==> src/rtl/clock_time_ctrl_pkg.sv <==
// clock_pkg: mode encoding and BCD limits shared by the
// clock sequencer, its key debouncers and its interface.
package clock_pkg;

  typedef enum logic [1:0] {
    MODE_RUN     = 2'd0,
    MODE_SET_HR  = 2'd1,
    MODE_SET_MIN = 2'd2
  } mode_e;

  localparam logic [3:0] BCD_MAX_L     = 4'd9;
  localparam logic [3:0] SEC_MIN_MAX_H = 4'd5;

  function automatic logic is_59(
    input logic [3:0] h,
    input logic [3:0] l
  );
    return (h == SEC_MIN_MAX_H) && (l == BCD_MAX_L);
  endfunction

endpackage

==> src/rtl/clock_time_ctrl_if.sv <==
// clock_time_ctrl_if: tick, keys, live BCD time and the
// enable/mode/blink outputs of the clock sequencer.
interface clock_time_ctrl_if;
  import clock_pkg::*;

  logic       Tick1Hz;
  logic       KeyMode;
  logic       KeyInc;
  logic [3:0] SecH;
  logic [3:0] SecL;
  logic [3:0] MinH;
  logic [3:0] MinL;
  logic [3:0] HrH;
  logic [3:0] HrL;
  logic       EnSec;
  logic       EnMin;
  logic       EnHr;
  logic       SecClr;
  logic [1:0] Mode;
  logic       Blink;

  modport master (
    output Tick1Hz, KeyMode, KeyInc,
    output SecH, SecL, MinH, MinL, HrH, HrL,
    input  EnSec, EnMin, EnHr, SecClr, Mode, Blink
  );

  modport slave (
    input  Tick1Hz, KeyMode, KeyInc,
    input  SecH, SecL, MinH, MinL, HrH, HrL,
    output EnSec, EnMin, EnHr, SecClr, Mode, Blink
  );

endinterface

==> src/rtl/clock_time_ctrl_key_debounce.sv <==
// key_debounce: 2-flop synchronizer plus stability counter;
// emits a one-cycle Press on each accepted 0->1 level change.
module key_debounce
  import clock_pkg::*;
#(
  parameter int DEB_CYCLES = 4
) (
  input  logic CP,
  input  logic CLR,
  input  logic KeyRaw,
  output logic Level,
  output logic Press
);

  localparam int CW = $clog2(DEB_CYCLES);
  localparam logic [CW-1:0] CNT_LAST = CW'(DEB_CYCLES - 1);

  logic          r_s1;
  logic          r_s2;
  logic          r_lock;
  logic          r_level;
  logic [CW-1:0] r_cnt;
  logic          w_diff;
  logic          w_done;

  assign w_diff = (r_s2 != r_level);
  assign w_done = w_diff && (r_cnt == CNT_LAST) && !r_lock;

  // Free-running synchronizer so a key held across reset stays visible.
  always_ff @(posedge CP) begin
    r_s1 <= KeyRaw;
    r_s2 <= r_s1;
  end

  // Stability counter; after reset the key must be seen released first.
  always_ff @(posedge CP) begin
    if (CLR) begin
      r_lock  <= 1'b1;
      r_level <= 1'b0;
      r_cnt   <= '0;
    end else if (r_lock) begin
      r_lock <= r_s2;
      r_cnt  <= '0;
    end else if (!w_diff) begin
      r_cnt <= '0;
    end else if (w_done) begin
      r_level <= r_s2;
      r_cnt   <= '0;
    end else begin
      r_cnt <= r_cnt + 1'b1;
    end
  end

  assign Level = r_level;
  assign Press = w_done && r_s2;

endmodule

==> src/rtl/clock_time_ctrl.sv <==
// clock_time_ctrl: tick-to-enable sequencer for the sec/min/hr
// BCD chain, with a RUN / SET_HR / SET_MIN key-driven mode machine.
module clock_time_ctrl
  import clock_pkg::*;
#(
  parameter int DEB_CYCLES   = 4,
  parameter int REPEAT_TICKS = 2
) (
  input logic              CP,
  input logic              CLR,
  clock_time_ctrl_if.slave bus
);

  localparam int RW = $clog2(REPEAT_TICKS + 1);
  localparam logic [RW-1:0] REP_LAST = RW'(REPEAT_TICKS);

  mode_e         r_mode;
  mode_e         w_mode_nxt;
  logic          r_en_sec, w_en_sec;
  logic          r_en_min, w_en_min;
  logic          r_en_hr, w_en_hr;
  logic          r_sec_clr, w_sec_clr;
  logic          r_blink, w_blink_nxt;
  logic [RW-1:0] r_rep, w_rep_nxt;
  logic          w_inc;
  logic          w_mode_lvl, w_mode_press;
  logic          w_inc_lvl, w_inc_press;
  logic          w_sec59, w_min59;
  logic          w_hr_ok;

  key_debounce #(.DEB_CYCLES(DEB_CYCLES)) u_key_mode (
    .CP(CP), .CLR(CLR), .KeyRaw(bus.KeyMode),
    .Level(w_mode_lvl), .Press(w_mode_press)
  );

  key_debounce #(.DEB_CYCLES(DEB_CYCLES)) u_key_inc (
    .CP(CP), .CLR(CLR), .KeyRaw(bus.KeyInc),
    .Level(w_inc_lvl), .Press(w_inc_press)
  );

  assign w_sec59 = is_59(bus.SecH, bus.SecL);
  assign w_min59 = is_59(bus.MinH, bus.MinL);
  assign w_hr_ok = (bus.HrH < 4'd2 && bus.HrL <= BCD_MAX_L)
                || (bus.HrH == 4'd2 && bus.HrL <= 4'd3);

  // Next mode and next registered outputs from tick, keys and live time.
  always_comb begin
    w_mode_nxt  = r_mode;
    w_en_sec    = 1'b0;
    w_en_min    = 1'b0;
    w_en_hr     = 1'b0;
    w_sec_clr   = 1'b0;
    w_blink_nxt = r_blink;
    w_rep_nxt   = r_rep;
    w_inc       = 1'b0;
    unique case (r_mode)
      MODE_RUN: begin
        w_en_sec    = bus.Tick1Hz;
        w_en_min    = bus.Tick1Hz && w_sec59;
        w_en_hr     = bus.Tick1Hz && w_sec59 && w_min59;
        w_blink_nxt = 1'b0;
        w_rep_nxt   = '0;
        if (w_mode_press) w_mode_nxt = MODE_SET_HR;
      end
      MODE_SET_HR, MODE_SET_MIN: begin
        if (w_mode_press) begin
          if (r_mode == MODE_SET_HR) begin
            w_mode_nxt = MODE_SET_MIN;
          end else begin
            w_mode_nxt = MODE_RUN;
            w_sec_clr  = 1'b1;
          end
          w_blink_nxt = 1'b0;
          w_rep_nxt   = '0;
        end else begin
          w_inc = w_inc_press;
          if (bus.Tick1Hz) w_blink_nxt = ~r_blink;
          if (!w_inc_lvl) begin
            w_rep_nxt = '0;
          end else if (bus.Tick1Hz) begin
            if (r_rep == REP_LAST) w_inc = 1'b1;
            else w_rep_nxt = r_rep + 1'b1;
          end
          w_en_hr  = w_inc && (r_mode == MODE_SET_HR);
          w_en_min = w_inc && (r_mode == MODE_SET_MIN);
        end
      end
      default: begin
        w_mode_nxt  = MODE_RUN;
        w_blink_nxt = 1'b0;
        w_rep_nxt   = '0;
      end
    endcase
  end

  // State and output registers.
  always_ff @(posedge CP) begin
    if (CLR) begin
      r_mode    <= MODE_RUN;
      r_en_sec  <= 1'b0;
      r_en_min  <= 1'b0;
      r_en_hr   <= 1'b0;
      r_sec_clr <= 1'b0;
      r_blink   <= 1'b0;
      r_rep     <= '0;
    end else begin
      r_mode    <= w_mode_nxt;
      r_en_sec  <= w_en_sec;
      r_en_min  <= w_en_min;
      r_en_hr   <= w_en_hr;
      r_sec_clr <= w_sec_clr;
      r_blink   <= w_blink_nxt;
      r_rep     <= w_rep_nxt;
    end
  end

  // Hours fed back must be legal BCD 00..23; a press starts from a released key.
  always_ff @(posedge CP) begin
    if (!CLR) begin
      assert (w_hr_ok);
      assert (!(w_mode_press && w_mode_lvl));
    end
  end

  assign bus.EnSec  = r_en_sec;
  assign bus.EnMin  = r_en_min;
  assign bus.EnHr   = r_en_hr;
  assign bus.SecClr = r_sec_clr;
  assign bus.Mode   = r_mode;
  assign bus.Blink  = r_blink;

endmodule

==> src/flat_wrapper.sv <==
// flat-port wrapper written by rule: the top's interface ports become plain ports
module clock_time_ctrl_flat import clock_pkg::*;
#(
  parameter int DEB_CYCLES   = 4,
  parameter int REPEAT_TICKS = 2
)
  (CP, CLR, bus_Tick1Hz, bus_KeyMode, bus_KeyInc, bus_SecH, bus_SecL, bus_MinH, bus_MinL, bus_HrH, bus_HrL, bus_EnSec, bus_EnMin, bus_EnHr, bus_SecClr, bus_Mode, bus_Blink);
  clock_time_ctrl_if bus_i ();
  input logic CP;
  input logic CLR;
  input wire logic [$bits(bus_i.Tick1Hz)-1:0] bus_Tick1Hz;
  input wire logic [$bits(bus_i.KeyMode)-1:0] bus_KeyMode;
  input wire logic [$bits(bus_i.KeyInc)-1:0] bus_KeyInc;
  input wire logic [$bits(bus_i.SecH)-1:0] bus_SecH;
  input wire logic [$bits(bus_i.SecL)-1:0] bus_SecL;
  input wire logic [$bits(bus_i.MinH)-1:0] bus_MinH;
  input wire logic [$bits(bus_i.MinL)-1:0] bus_MinL;
  input wire logic [$bits(bus_i.HrH)-1:0] bus_HrH;
  input wire logic [$bits(bus_i.HrL)-1:0] bus_HrL;
  output wire logic [$bits(bus_i.EnSec)-1:0] bus_EnSec;
  output wire logic [$bits(bus_i.EnMin)-1:0] bus_EnMin;
  output wire logic [$bits(bus_i.EnHr)-1:0] bus_EnHr;
  output wire logic [$bits(bus_i.SecClr)-1:0] bus_SecClr;
  output wire logic [$bits(bus_i.Mode)-1:0] bus_Mode;
  output wire logic [$bits(bus_i.Blink)-1:0] bus_Blink;
  assign bus_i.Tick1Hz = bus_Tick1Hz;
  assign bus_i.KeyMode = bus_KeyMode;
  assign bus_i.KeyInc = bus_KeyInc;
  assign bus_i.SecH = bus_SecH;
  assign bus_i.SecL = bus_SecL;
  assign bus_i.MinH = bus_MinH;
  assign bus_i.MinL = bus_MinL;
  assign bus_i.HrH = bus_HrH;
  assign bus_i.HrL = bus_HrL;
  assign bus_EnSec = bus_i.EnSec;
  assign bus_EnMin = bus_i.EnMin;
  assign bus_EnHr = bus_i.EnHr;
  assign bus_SecClr = bus_i.SecClr;
  assign bus_Mode = bus_i.Mode;
  assign bus_Blink = bus_i.Blink;
  clock_time_ctrl #(.DEB_CYCLES(DEB_CYCLES), .REPEAT_TICKS(REPEAT_TICKS)) u_core (.CP(CP), .CLR(CLR), .bus(bus_i));
endmodule
==> config.mk <==
export PLATFORM = sky130hd
export DESIGN_NAME = clock_time_ctrl_flat
export DESIGN_NICKNAME = d
export VERILOG_FILES = /design/src/rtl/clock_time_ctrl_pkg.sv /design/src/rtl/clock_time_ctrl_if.sv /design/src/rtl/clock_time_ctrl_key_debounce.sv /design/src/rtl/clock_time_ctrl.sv /design/src/flat_wrapper.sv
export SDC_FILE = /design/constraint.sdc
export NUM_CORES = 1
export LEC_CHECK = 0
export CAP_MARGIN = 20
export CELL_PAD_IN_SITES_DETAIL_PLACEMENT = 0
export CELL_PAD_IN_SITES_GLOBAL_PLACEMENT = 1
export CORE_UTILIZATION = 35
export CTS_BUF_LIST = sky130_fd_sc_hd__clkbuf_8
export DETAILED_ROUTE_END_ITERATION = 8
export PLACE_DENSITY = 0.95
export SLEW_MARGIN = 20
export SYNTH_ARGS = -nofsm -noshare
export SYNTH_HDL_FRONTEND = slang
export SYNTH_SLANG_ARGS = --single-unit
==> constraint.sdc <==
create_clock -name CP -period 2 [get_ports CP]
set_clock_uncertainty 0.05 [all_clocks]
set_input_delay 0.4 -clock CP [delete_from_list [all_inputs] [get_ports CP]]
set_output_delay 0.4 -clock CP [all_outputs]
set_load 0.02 [all_outputs]
==> results.py, run 1 <==
metrics = {
    "synth": {
        "synth_compound_area_share_pct": 6.57,
        "synthMuxAreaShare_pct": 3.43,
        "yosysTopAreaCell": "dfxtp_1",
        "yosys.area_share.simple_pct": 22.0,
        "yosys-top-cells-count": "dfxtp_1, nor2_1, ha_1, inv_1",
        "synth_flop_cell": "dfxtp_1",
        "yosysUniqueCellTypes": 26,
        "synth_top_family_by_area": "simple AND/OR/NAND/NOR gates",
        "synth_seq_cells": 21,
        "synthTopCellsByArea": "dfxtp_1, ha_1, nor2_1",
        "synth_top_area_share_pct": 48.0,
        "synth_fa_ha_area_share_pct": 12.9,
        "netlist_area_um2": 876,
        "syn-num-nets": 123,
        "syn_inst": 85,
        "synth_edf_count": 0,
        "yosysWarnings": 0,
        "async_reset_ff_share_pct": 0,
        "avgSynthCellArea_um2": 10.3,
        "seq_area_frac_synth_pct": 48.0,
        "yosysMostFrequentCell": "dfxtp_1",
        "synthXorXnorAreaFrac_pct": 4.00,
    },
    "layout": {
        "antenna_cells": 0,
        "num-nets-final": 155,
        "stdcell_count": 144,
        "syn_to_final_growth_pct": 40.7,
        "drive_gt1_share_pct": 4.31,
        "final_area_um2": 1230,
    },
    "worst_setup_path": {
        "critPathRequiredTime_ns": 1.55,
        "cp_slowest_cell": "clkdlybuf4s50_1",
        "critical_path.max_stage_delay_ns": 0.64,
        "crit_path_end_kind": "output pin",
        "critical_path_class": "flop to output pin",
        "crit_chain": "clkdlybuf4s50_1",
        "crit_fanout": 6,
        "reg2reg_depth": 5,
        "cp.depth": 1,
        "worst_setup_path_start_kind": "flop",
        "crit_family": "buffers and inverters",
        "path_buf_inv": 1,
        "crit_arrival_ns": 1.34,
    },
    "clocking": {
        "cts-resized-gates": 0,
        "clockBufferDepth": 2,
        "post_cts_buffers": 0,
        "worstSkewPairLatency_ns": 0.26,
        "cts_tree": "yes",
        "path_clk_slew_ns": 0.07,
        "root_buffer": "clkbuf_8",
        "hold_buffers": 0,
        "htreeDepth": 1,
        "cts_num_sinks": 21,
        "cts_inserted_buffers": 3,
    },
    "floorplan": {
        "die_w_um": 52.0,
        "num_rows": 17,
        "num_io_pins": 36,
        "die-area_um2": 2710,
        "start_util_pct": 38.5,
        "fp.dieH_um": 52.0,
        "coreArea_um2": 2280,
    },
    "placement": {
        "hpwlAfterDp_mm": 1.26,
        "io_buffers": 27,
        "placed_cell_area_um2": 1180,
        "dp_cells": 140,
        "gp_congestion": 0.670,
    },
    "timing": {
        "finalCritPeriodShare_pct": 89.4,
        "setup-violations-final": 0,
        "timing.fmax_mhz": 560,
        "tightest_slew_ns": 0.286,
        "whs_ns": 0.285,
        "finalSetupTns_ns": 0,
        "grt_setup_unrepaired": "no",
        "report.final.slew_viol_count": 0,
        "slew_headroom_pct": 80.7,
        "fin_crit_ns": 1.79,
        "hold_viol_final": 0,
    },
    "hold_path": {
        "hold_depth": 0,
        "hold_class": "flop to flop",
    },
    "drt": {
        "drc_errors": 0,
        "dr_total_vias": 672,
        "via_per_inst": 4.67,
        "ant_nets": 0,
        "wl_per_cell_um": 11.2,
        "dr.pass1.iters": 4,
        "drt-total-wl_mm": 1.61,
        "drt_iter0_markers": 8,
    },
    "run_status": {
        "status": "complete, no violations",
    },
    "run": {
        "max-cap-violations": 0,
    },
    "power_and_ir_drop": {
        "power.leakage_nw": 0.483,
        "ir_worst_vdd_v": 0.000504,
        "power_density_nw_per_um2": 724,
    },
    "global_route": {
        "grt_start_max_net_pins": 14,
        "grt_usage_pct": 14.2,
        "first_global_vias": 658,
        "antenna_found_initial": 0,
        "globalRouteOverflowTotal": 0,
        "grt_pass1_wl_mm": 2.81,
    },
}
## cell families after synthesis
| family | count (synthesis) |
|---|---|
| buffers and inverters | 7 |
| and+or+nand+nor | 32 |
| AOI/OAI and AO/OA | 9 |
| adders and majority gates | 9 |
| muxes | 3 |
| xor gates and xnor gates | 4 |
| DFF | 21 |
## stage by stage
| step | power [W] | util [%] | setup slack, ns |
|---|---|---|---|
| floorplan | 0.000548 | - | 0.474 |
| global placement | 0.000621 | 52.0 | 0.289 |
| detailed placement | 0.000628 | 52.0 | 0.283 |
| CTS | 0.000907 | 54.2 | 0.190 |
| global route | 0.000946 | 54.2 | 0.158 |
| finish | 0.000892 | 54.2 | 0.213 |
## layout by cell type, fill, tap and decap left out, types with 2 or more instances in the layout
| cell | count |
|---|---|
| clkdlybuf4s50_1 | 27 |
| dfxtp_1 | 21 |
| nor2_1 | 11 |
| ha_1 | 9 |
| inv_1 | 6 |
| xnor2_1 | 4 |
| nor4bb_1 | 4 |
| mux2i_1 | 3 |
| nand3_1 | 3 |
| o21ai_0 | 3 |
| clkbuf_8 | 3 |
| or4_1 | 2 |
| nand4_1 | 2 |
| a21o_1 | 2 |
| nor2b_1 | 2 |
## power breakdown
part | switching (W) | total [W] | internal, W | leakage [nW]
combinational | 0.0000674 | 0.000161 | 0.0000932 | 0.289
clock | 0.000136 | 0.000276 | 0.000140 | 0.0217
sequential | 0.0000183 | 0.000455 | 0.000437 | 0.172
## area by class of cell
| class | instances | area, µm² |
|---|---|---|
| clock inverters | 1 | 7.51 |
| repair buffers | 28 | 278 |
| flip-flops and latches | 21 | 420 |
| clock buffers | 3 | 41.3 |
| multi-input cells | 57 | 428 |
| well taps | 28 | 35.0 |
| fillers | 203 | 1040 |
| inverters | 6 | 22.5 |
## routing by layer
metal,share of wire [%],vias up,GRT usage [%]
met5,0,-,0
met4,2.2,0,8.11
met3,2.2,4,3.51
met2,48,8,21.4
met1,47,303,18.1
li1,-,357,-
## final timing paths
path / from / to / slack, ns
max: u_core.bus.Mode[0] / bus_Mode[0] / 0.21
min: u_core.u_key_inc.r_s1 / u_core.u_key_inc.r_s2 / 0.29
max reg2reg: u_core.bus.Mode[0] / u_core.bus.Mode[0] / 0.50
min reg2reg: u_core.u_key_inc.r_s1 / u_core.u_key_inc.r_s2 / 0.29
## sequential cells by signal (all words and copies together) (netlist names), 2 cells and up
name	count
u_core.bus.Mode	2
u_core.r_rep	2
u_core.u_key_inc.r_cnt	2
u_core.u_key_mode.r_cnt	2
(Power assumes the default switching activity.)
==> inputs of run 2 (changes only) <==
Settings changed: CAP_MARGIN 20 to default, HOLD_SLACK_MARGIN from default to 0.03.
==> results of run 2 <==
No change in the layout: final DEF, timing and power equal those of run 1.
==> inputs of run 3 (changes only) <==
Settings changed: CTS_CLUSTER_SIZE from default to 8.
==> results of run 3 <==
No change in the layout: final DEF, timing and power equal those of run 1.
